File: config.mk
export PLATFORM = sky130hd
export DESIGN_NAME = imem_arbiter
export DESIGN_NICKNAME = d
export VERILOG_FILES = /design/src/rtl/imem_pkg.sv /design/src/rtl/imem_starve_cnt.sv /design/src/rtl/imem_arbiter.sv
export SDC_FILE = /design/constraint.sdc
export NUM_CORES = 1
export LEC_CHECK = 0
export BUFFER_PORTS_ARGS = -buffer_cell sky130_fd_sc_hd__buf_2
export CAP_MARGIN = 10
export CORE_MARGIN = 4
export CORE_UTILIZATION = 30
export DETAILED_ROUTE_END_ITERATION = 12
export GPL_ROUTABILITY_DRIVEN = 0
export PLACE_DENSITY = 0.67
export SLEW_MARGIN = 25
export SYNTH_ARGS = -nofsm -noshare
export SYNTH_HDL_FRONTEND = slang
export SYNTH_SLANG_ARGS = --single-unit
export TNS_END_PERCENT = 1
File: constraint.sdc
create_clock -name clk -period 1.5 [get_ports clk]
set_input_delay 0.225 -clock clk [delete_from_list [all_inputs] [get_ports clk]]
set_output_delay 0.225 -clock clk [all_outputs]
set_load 0.03 [all_outputs]
File: src/rtl/imem_pkg.sv
// Shared types and sizes for the instruction-memory arbiter.
package imem_pkg;

    localparam int unsigned IMEM_DEPTH  = 256;
    localparam int unsigned IMEM_IDX_W  = $clog2(IMEM_DEPTH);
    localparam int unsigned IMEM_DATA_W = 32;

    // Requester that owns the read response currently in flight
    typedef enum logic {
        OWN_FETCH = 1'b0,
        OWN_DBG   = 1'b1
    } owner_e;

endpackage

File: src/rtl/imem_starve_cnt.sv
// Saturating count of consecutive cycles a pending debug request has been denied.
module imem_starve_cnt #(
    parameter int unsigned MAX_WAIT = 4
) (
    input  logic clk,
    input  logic rst_n,
    input  logic d_req,
    input  logic d_gnt,
    output logic at_max_c
);

    localparam int unsigned CNT_W = $clog2(MAX_WAIT + 1);

    logic [CNT_W-1:0] cnt_q;
    logic [CNT_W-1:0] cnt_d;

    // Clear on grant or when no debug request is pending; otherwise count up to MAX_WAIT
    always_comb begin
        cnt_d = cnt_q;
        if (!d_req || d_gnt) begin
            cnt_d = '0;
        end else if (cnt_q != CNT_W'(MAX_WAIT)) begin
            cnt_d = cnt_q + CNT_W'(1);
        end
    end

    always_ff @(posedge clk or negedge rst_n) begin
        if (!rst_n) begin
            cnt_q <= '0;
        end else begin
            cnt_q <= cnt_d;
        end
    end

    assign at_max_c = (cnt_q == CNT_W'(MAX_WAIT));

endmodule

File: src/rtl/imem_arbiter.sv
// Arbitrates a fetch port and a debug/loader port onto one synchronous
// instruction-memory port, routing each 1-cycle-latency read back to its requester.
module imem_arbiter
    import imem_pkg::*;
#(
    parameter int unsigned DEPTH    = IMEM_DEPTH,
    parameter int unsigned MAX_WAIT = 4
) (
    input  logic                     clk,
    input  logic                     rst_n,
    input  logic                     f_req,
    input  logic [31:0]              f_addr,
    output logic                     f_gnt,
    output logic                     f_rvalid,
    output logic [31:0]              f_rdata,
    input  logic                     d_req,
    input  logic                     d_we,
    input  logic [31:0]              d_addr,
    input  logic [31:0]              d_wdata,
    output logic                     d_gnt,
    output logic                     d_rvalid,
    output logic [31:0]              d_rdata,
    output logic                     mem_en,
    output logic                     mem_we,
    output logic [$clog2(DEPTH)-1:0] mem_addr,
    output logic [31:0]              mem_wdata,
    input  logic [31:0]              mem_rdata
);

    localparam int unsigned IDX_W = $clog2(DEPTH);

    logic        starved_c;
    logic        d_win_c;
    logic        rd_pend_q;
    logic        rd_pend_d;
    owner_e      owner_q;
    owner_e      owner_d;
    logic [31:0] f_rdata_q;
    logic [31:0] f_rdata_d;
    logic [31:0] d_rdata_q;
    logic [31:0] d_rdata_d;

    // Byte offset and bits above the word index are dropped, so addresses wrap
    logic unused_addr_bits;
    assign unused_addr_bits = ^{f_addr[31:IDX_W+2], f_addr[1:0],
                                d_addr[31:IDX_W+2], d_addr[1:0]};

    imem_starve_cnt #(
        .MAX_WAIT (MAX_WAIT)
    ) u_starve_cnt (
        .clk      (clk),
        .rst_n    (rst_n),
        .d_req    (d_req),
        .d_gnt    (d_gnt),
        .at_max_c (starved_c)
    );

    // Grants are issued in the request cycle; rst_n gates them so nothing reaches memory in reset
    always_comb begin
        d_win_c   = d_req && (!f_req || starved_c);
        f_gnt     = rst_n && f_req && !d_win_c;
        d_gnt     = rst_n && d_win_c;
        mem_en    = f_gnt || d_gnt;
        mem_we    = d_gnt && d_we;
        mem_addr  = '0;
        mem_wdata = '0;
        if (d_gnt) begin
            mem_addr = d_addr[IDX_W+1:2];
        end else if (f_gnt) begin
            mem_addr = f_addr[IDX_W+1:2];
        end
        if (mem_we) begin
            mem_wdata = d_wdata;
        end

        f_rvalid = rd_pend_q && (owner_q == OWN_FETCH);
        d_rvalid = rd_pend_q && (owner_q == OWN_DBG);
        f_rdata  = f_rvalid ? mem_rdata : f_rdata_q;
        d_rdata  = d_rvalid ? mem_rdata : d_rdata_q;

        rd_pend_d = f_gnt || (d_gnt && !d_we);
        owner_d   = owner_q;
        if (d_gnt) begin
            owner_d = OWN_DBG;
        end else if (f_gnt) begin
            owner_d = OWN_FETCH;
        end
        f_rdata_d = f_rdata;
        d_rdata_d = d_rdata;
    end

    always_ff @(posedge clk or negedge rst_n) begin
        if (!rst_n) begin
            rd_pend_q <= 1'b0;
            owner_q   <= OWN_FETCH;
            f_rdata_q <= '0;
            d_rdata_q <= '0;
        end else begin
            rd_pend_q <= rd_pend_d;
            owner_q   <= owner_d;
            f_rdata_q <= f_rdata_d;
            d_rdata_q <= d_rdata_d;
        end
    end

endmodule

Word level (Yosys, flattened, before mapping) --
Cells that the tools add are included.
Cells by class: add/subtract/negate cells 1, eq/ne operators 2, muxes and demuxes 9, bitwise gates (word level) 1, reductions and logical operators 18
Operator list (count):
- 32-bit two-way mux | 3
- 8-bit two-way mux | 2
- 1-bit logical AND | 8
- 3-bit two-way mux | 2
- 1-bit zero test | 4
- 1-bit logical OR | 4
- 2-bit nonzero test | 2
- 3-bit by 1-bit adder with 3-bit output (second input constant) | 1
- 3-bit == test (second input constant) | 1
- 3-bit inequality test (second input constant) | 1
- 1-bit two-way mux | 2
- 1-bit inverter | 1
Word-level totals: register bits after elaboration 69, input bits 133, output and inout port bits 110

Logic depth before layout (Yosys ltp) --
depth in word-level cells 7, depth in mapped cells 7, gate-level depth less buffers 5

By module --
From an unflattened synthesis, not the netlist that was laid out.
Unflattened totals: cell total of the unflattened synthesis 276, area, all modules 3417.0 µm²
Modules (own cells, without submodules):
- imem_arbiter | times used 1, cells an instance 258, area each 3234.4 µm², seq. area each 1651.6 µm²
- imem_starve_cnt | times used 1, cells an instance 18, area each 182.7 µm², seq. area each 75.1 µm²

Worst setup path after synthesis --
No wires, ideal clock.
path type register to output, start reg u_starve_cnt.cnt_q[0], end out mem_wdata[25], arrival time 1.685 ns, data required time 1.275 ns, path slack -0.410 ns, stages on the path, launching flop included 8, path buffers 2, cell sequence dfrtp_1 > inv_1 > ha_1 > a21bo_1 > and3_4 > buf_6 > buf_2 > and3_1
On the way: longest elaborated chain between the ends 6
Ends and longest elaborated chain:
- start: declaration | RTL line imem_starve_cnt.sv:14 | logic [CNT_W-1:0] cnt_q;
- start signal: assignment | RTL line imem_starve_cnt.sv:31 | cnt_q <= cnt_d;
- 3-bit == test | RTL line imem_starve_cnt.sv:35 | assign at_max_c = (cnt_q == CNT_W'(MAX_WAIT));
- 1-bit logical OR | RTL line imem_arbiter.sv:60 | d_win_c = d_req && (!f_req || starved_c);
- 1-bit logical AND | RTL line imem_arbiter.sv:60
- 1-bit logical AND | RTL line imem_arbiter.sv:62 | d_gnt = rst_n && d_win_c;
- via d_gnt | RTL line imem_arbiter.sv:20 | output logic d_gnt,
- 1-bit logical AND | RTL line imem_arbiter.sv:64 | mem_we = d_gnt && d_we;
- 32-bit two-way mux | RTL line imem_arbiter.sv:72 | if (mem_we) begin
- end: declaration | RTL line imem_arbiter.sv:26 | output logic [31:0] mem_wdata,
The timed path passes the listed nets, and every way through them passes these cells.

Worst setup path after layout --
start reg u_starve_cnt.cnt_q[1], end out mem_addr[4]
On the way: longest elaborated chain between the ends 7
Ends and longest elaborated chain:
- 3-bit == test * | RTL line imem_starve_cnt.sv:35
- 1-bit logical OR * | RTL line imem_arbiter.sv:60
- 1-bit logical AND * | RTL line imem_arbiter.sv:60
- 1-bit zero test | RTL line imem_arbiter.sv:61 | f_gnt = rst_n && f_req && !d_win_c;
- 1-bit logical AND | RTL line imem_arbiter.sv:61
- 8-bit two-way mux | RTL line imem_arbiter.sv:69 | end else if (f_gnt) begin
- 8-bit two-way mux * | RTL line imem_arbiter.sv:67 | if (d_gnt) begin
- end: declaration | RTL line imem_arbiter.sv:25 | output logic [$clog2(DEPTH)-1:0] mem_addr,
Mark *: on every way between the ends. The rest lies on a longest branch, timed or not.

==> flow_metrics.tcl <==
set metrics [dict create \
    status "finished with violations" \
    violations "setup timing" \
    setup_tns_ps -43880 \
    worst_pin_slew_ps 846 \
    syn_nets 354 \
    numPortBuffers 194 \
    min_to "f_rdata_q[14]$_DFF_PN0_" \
    n_antenna_cell 0 \
    comb_power_share_pct 43.8 \
    cts_tree "built" \
    grt_overflow_total 0 \
    ys_seq_area_share_pct 57.7 \
    syn_inst 219 \
    yosys_register_bits 69 \
    crit_type "reg -> out" \
    first_iter_violations 125 \
    pwr-share-clk_pct 21.9 \
    whs_path_depth 2 \
    die-height_um 108 \
    htree_levels 3 \
    fin_nets 571 \
    critical_path_required_ps 1270 \
    grt_util_all_layers_pct 17.2 \
    power.internal_mw 4.49 \
    pin_count 243 \
    setup_ws_ps -569 \
    synthTopCellsByArea "dfrtp_1, mux2_2, and3_1" \
    wl_per_cell_um 18.0 \
    avgSynthCellArea_sq_um 13.7 \
    clock-sinks 69 \
    hold_class "in -> reg" \
    period_needed_ps 2070 \
    drt-total-wl_um 10300 \
    grt_pass1_wl_um 15200 \
    drtPass1Iterations 4 \
    die-width_um 108 \
    vias 2690 \
    clk_latency_ps 340 \
    power.leakage_nw 2.61 \
    ir_drop_mv 0.884 \
    finalHoldViolations 0 \
    critPathCaptureType "primary output" \
    final-max-slew-violation-count 0 \
    relSlewSlack_pct 43.6 \
    synth_warnings 0 \
    drc 0 \
    fmax_mhz 483 \
    setup_violations 112 \
    start_util_pct 30.7 \
    netlist_area_sq_um 2990 \
    ant_nets 0 \
    pwr-share-seq_pct 34.4 \
    synth_top_area_share_pct 57.7 \
    ys.flop_type "dfrtp_1" \
    place_area_sq_um 4470 \
    critPathArrivalTime_ps 1840 \
    sw_frac_of_total_pct 37.6 \
    dp_hpwl_um 7320 \
    reg2reg_from "u_starve_cnt.cnt_q[1]$_DFFE_PN0P_" \
    async_flop_share_pct 100 \
    clk_transition_reported_paths_ps 80 \
    min_from "mem_rdata[14]" \
    power.switching_mw 2.70 \
    r2r_slack_ps -120 \
    reg2regPathDepth 8 \
    clockRootBuffer "clkbuf_8" \
    grt_antenna_before_repair 0 \
    fin_crit_sh_pct 138 \
    grt_max_degree 67 \
    synth_top_cells_by_count "dfrtp_1, mux2_2, and3_1" \
    cts_buffer_depth 2 \
    yosys.cell_types.count 25 \
    grt_setup_unrepaired "yes" \
    fp.coreArea_sq_um 9730 \
    syn_to_final_growth_pct 74.6 \
    synth.most_common_cell "dfrtp_1" \
    num_rows 36 \
    synth_edf_count 0 \
    power.density_nw_per_um2 1380 \
    crit_fanout 14 \
    synth_top_cell_by_area "dfrtp_1" \
    worst_path_max_delay_cell "dfrtp_1" \
    grt_pass1_vias 2934 \
    crit_chain "inv_2 > ha_4 > a21bo_1 > and3_4 > buf_12 > a22o_4 > buf_6" \
    max_stage_delay_ps 360 \
    layout-drive-gt1-share_pct 78.0 \
    reg2reg_to "rd_pend_q$_DFF_PN0_" \
    fin_area_sq_um 5220 \
    maxCapViolations 0 \
    finalClockSkew_ps 15.5 \
    cts_buffers 9 \
    whs_ps 140 \
    die-area_sq_um 11600 \
    start_kind "register" \
    vias_per_cell 4.69 \
]
## flip-flops by register name, summed over array words and instances, names as in the netlist
| signal | cells |
|---|---|
| d_rdata_q | 32 |
| f_rdata_q | 32 |
| u_starve_cnt.cnt_q | 3 |
| owner_q | 1 |
| rd_pend_q | 1 |
## how the worst max path moves through the flow
stage | start | to | slack [ps]
2_1_floorplan | u_starve_cnt.cnt_q[0]$_DFFE_PN0P_ | mem_addr[3] | -180
3_3_place_gp | u_starve_cnt.cnt_q[1]$_DFFE_PN0P_ | mem_wdata[18] | -240
3_5_place_dp | u_starve_cnt.cnt_q[1]$_DFFE_PN0P_ | mem_wdata[19] | -280
4_1_cts | u_starve_cnt.cnt_q[0]$_DFFE_PN0P_ | mem_addr[3] | -590
5_1_grt | u_starve_cnt.cnt_q[1]$_DFFE_PN0P_ | mem_addr[4] | -620
6_report | u_starve_cnt.cnt_q[1]$_DFFE_PN0P_ | mem_addr[4] | -570
## cell type report
cell class                      count  area, sq um
Clock inverter                      6         70.1
Sequential cell                    69         1730
Multi-Input combinational cell    128         1410
Tap cell                          133          166
Timing Repair Buffer              222         1690
Clock buffer                       10          138
Inverter                            6         22.5
Fill cell                         827         4510
## power by group through the flow
| stage | Combinational, mW | Clock [mW] | Sequential, mW |
|---|---|---|---|
| 3_3_place_gp | 2.70 | 0 | 2.48 |
| 2_1_floorplan | 1.91 | 0 | 2.46 |
| 6_report | 3.15 | 1.57 | 2.47 |
| 3_5_place_dp | 2.73 | 0 | 2.51 |
| 4_1_cts | 3.07 | 1.63 | 2.47 |
| 5_1_grt | 3.32 | 1.71 | 2.52 |
## layer usage
| metal | vias up | GRT usage [%] | part of all wire, % |
|---|---|---|---|
| met1 | 1315 | 18.2 | 36 |
| met2 | 138 | 31.2 | 52 |
| met4 | 0 | 6.85 | 2.5 |
| met3 | 17 | 5.94 | 9.2 |
| li1 | 1220 | - | - |
| met5 | - | 0 | 0 |
## worst max-delay path: cells and delay by family (launching register included)
family | cells | cell delay, ps
adder cells (fa/ha/maj) | 1 | 150
AND/OR/NAND/NOR | 1 | 200
AO/OA/AOI/OAI | 2 | 450
flip-flops | 1 | 360
buffers and inverters | 3 | 360
## cells in the final DEF, fill, tap and decap left out, types with 2 or more instances in the layout
| cell | netlist | layout |
|---|---|---|
| buf_2 | 11 | 105 |
| dfrtp_1 | 69 | 69 |
| buf_6 | 2 | 57 |
| buf_4 | 0 | 53 |
| mux2_2 | 64 | 52 |
| and3_4 | 1 | 33 |
| mux2_4 | 0 | 12 |
| clkbuf_8 | 0 | 10 |
| buf_12 | 0 | 5 |
| inv_1 | 6 | 4 |
| a22o_4 | 0 | 4 |
| a22o_1 | 8 | 4 |
| nand2_1 | 4 | 3 |
| clkinvlp_4 | 0 | 3 |
| inv_2 | 0 | 2 |
| a21o_1 | 2 | 2 |
| nor2_1 | 2 | 2 |
| dlygate4sd3_1 | 0 | 2 |
## cell families (layout without fill, tap and decap cells)
| family | after synthesis | count (layout) | synth area share, % |
|---|---|---|---|
| DFF | 69 | 69 | 57.7 |
| muxes | 64 | 64 | 24.1 |
| and+or+nand+nor | 45 | 45 | 9.03 |
| buffers and inverters | 22 | 244 | 3.72 |
| AOI/OAI and AO/OA | 17 | 17 | 4.60 |
| adders and majority gates | 2 | 2 | 0.836 |
## timing repair
item,in CTS,in global routing
setup buffers,1,4
resized for setup,138,22
endpoints found under the hold margin,3,0
hold buffers,2,0
setup endpoints to repair,110,110
pin swaps,19,7
cloned,0,0
## through the flow
stage               instances  util, %  power (mW)  setup WS, ps
global placement          551     46.0        5.18          -237
CTS                       570     52.5        7.17          -588
floorplan                 219        -        4.37          -176
finish                    574     53.7        7.19          -569
detailed placement        551     46.0        5.24          -276
global route              574     53.7        7.55          -622
Power figures use the tool's default switching activity.
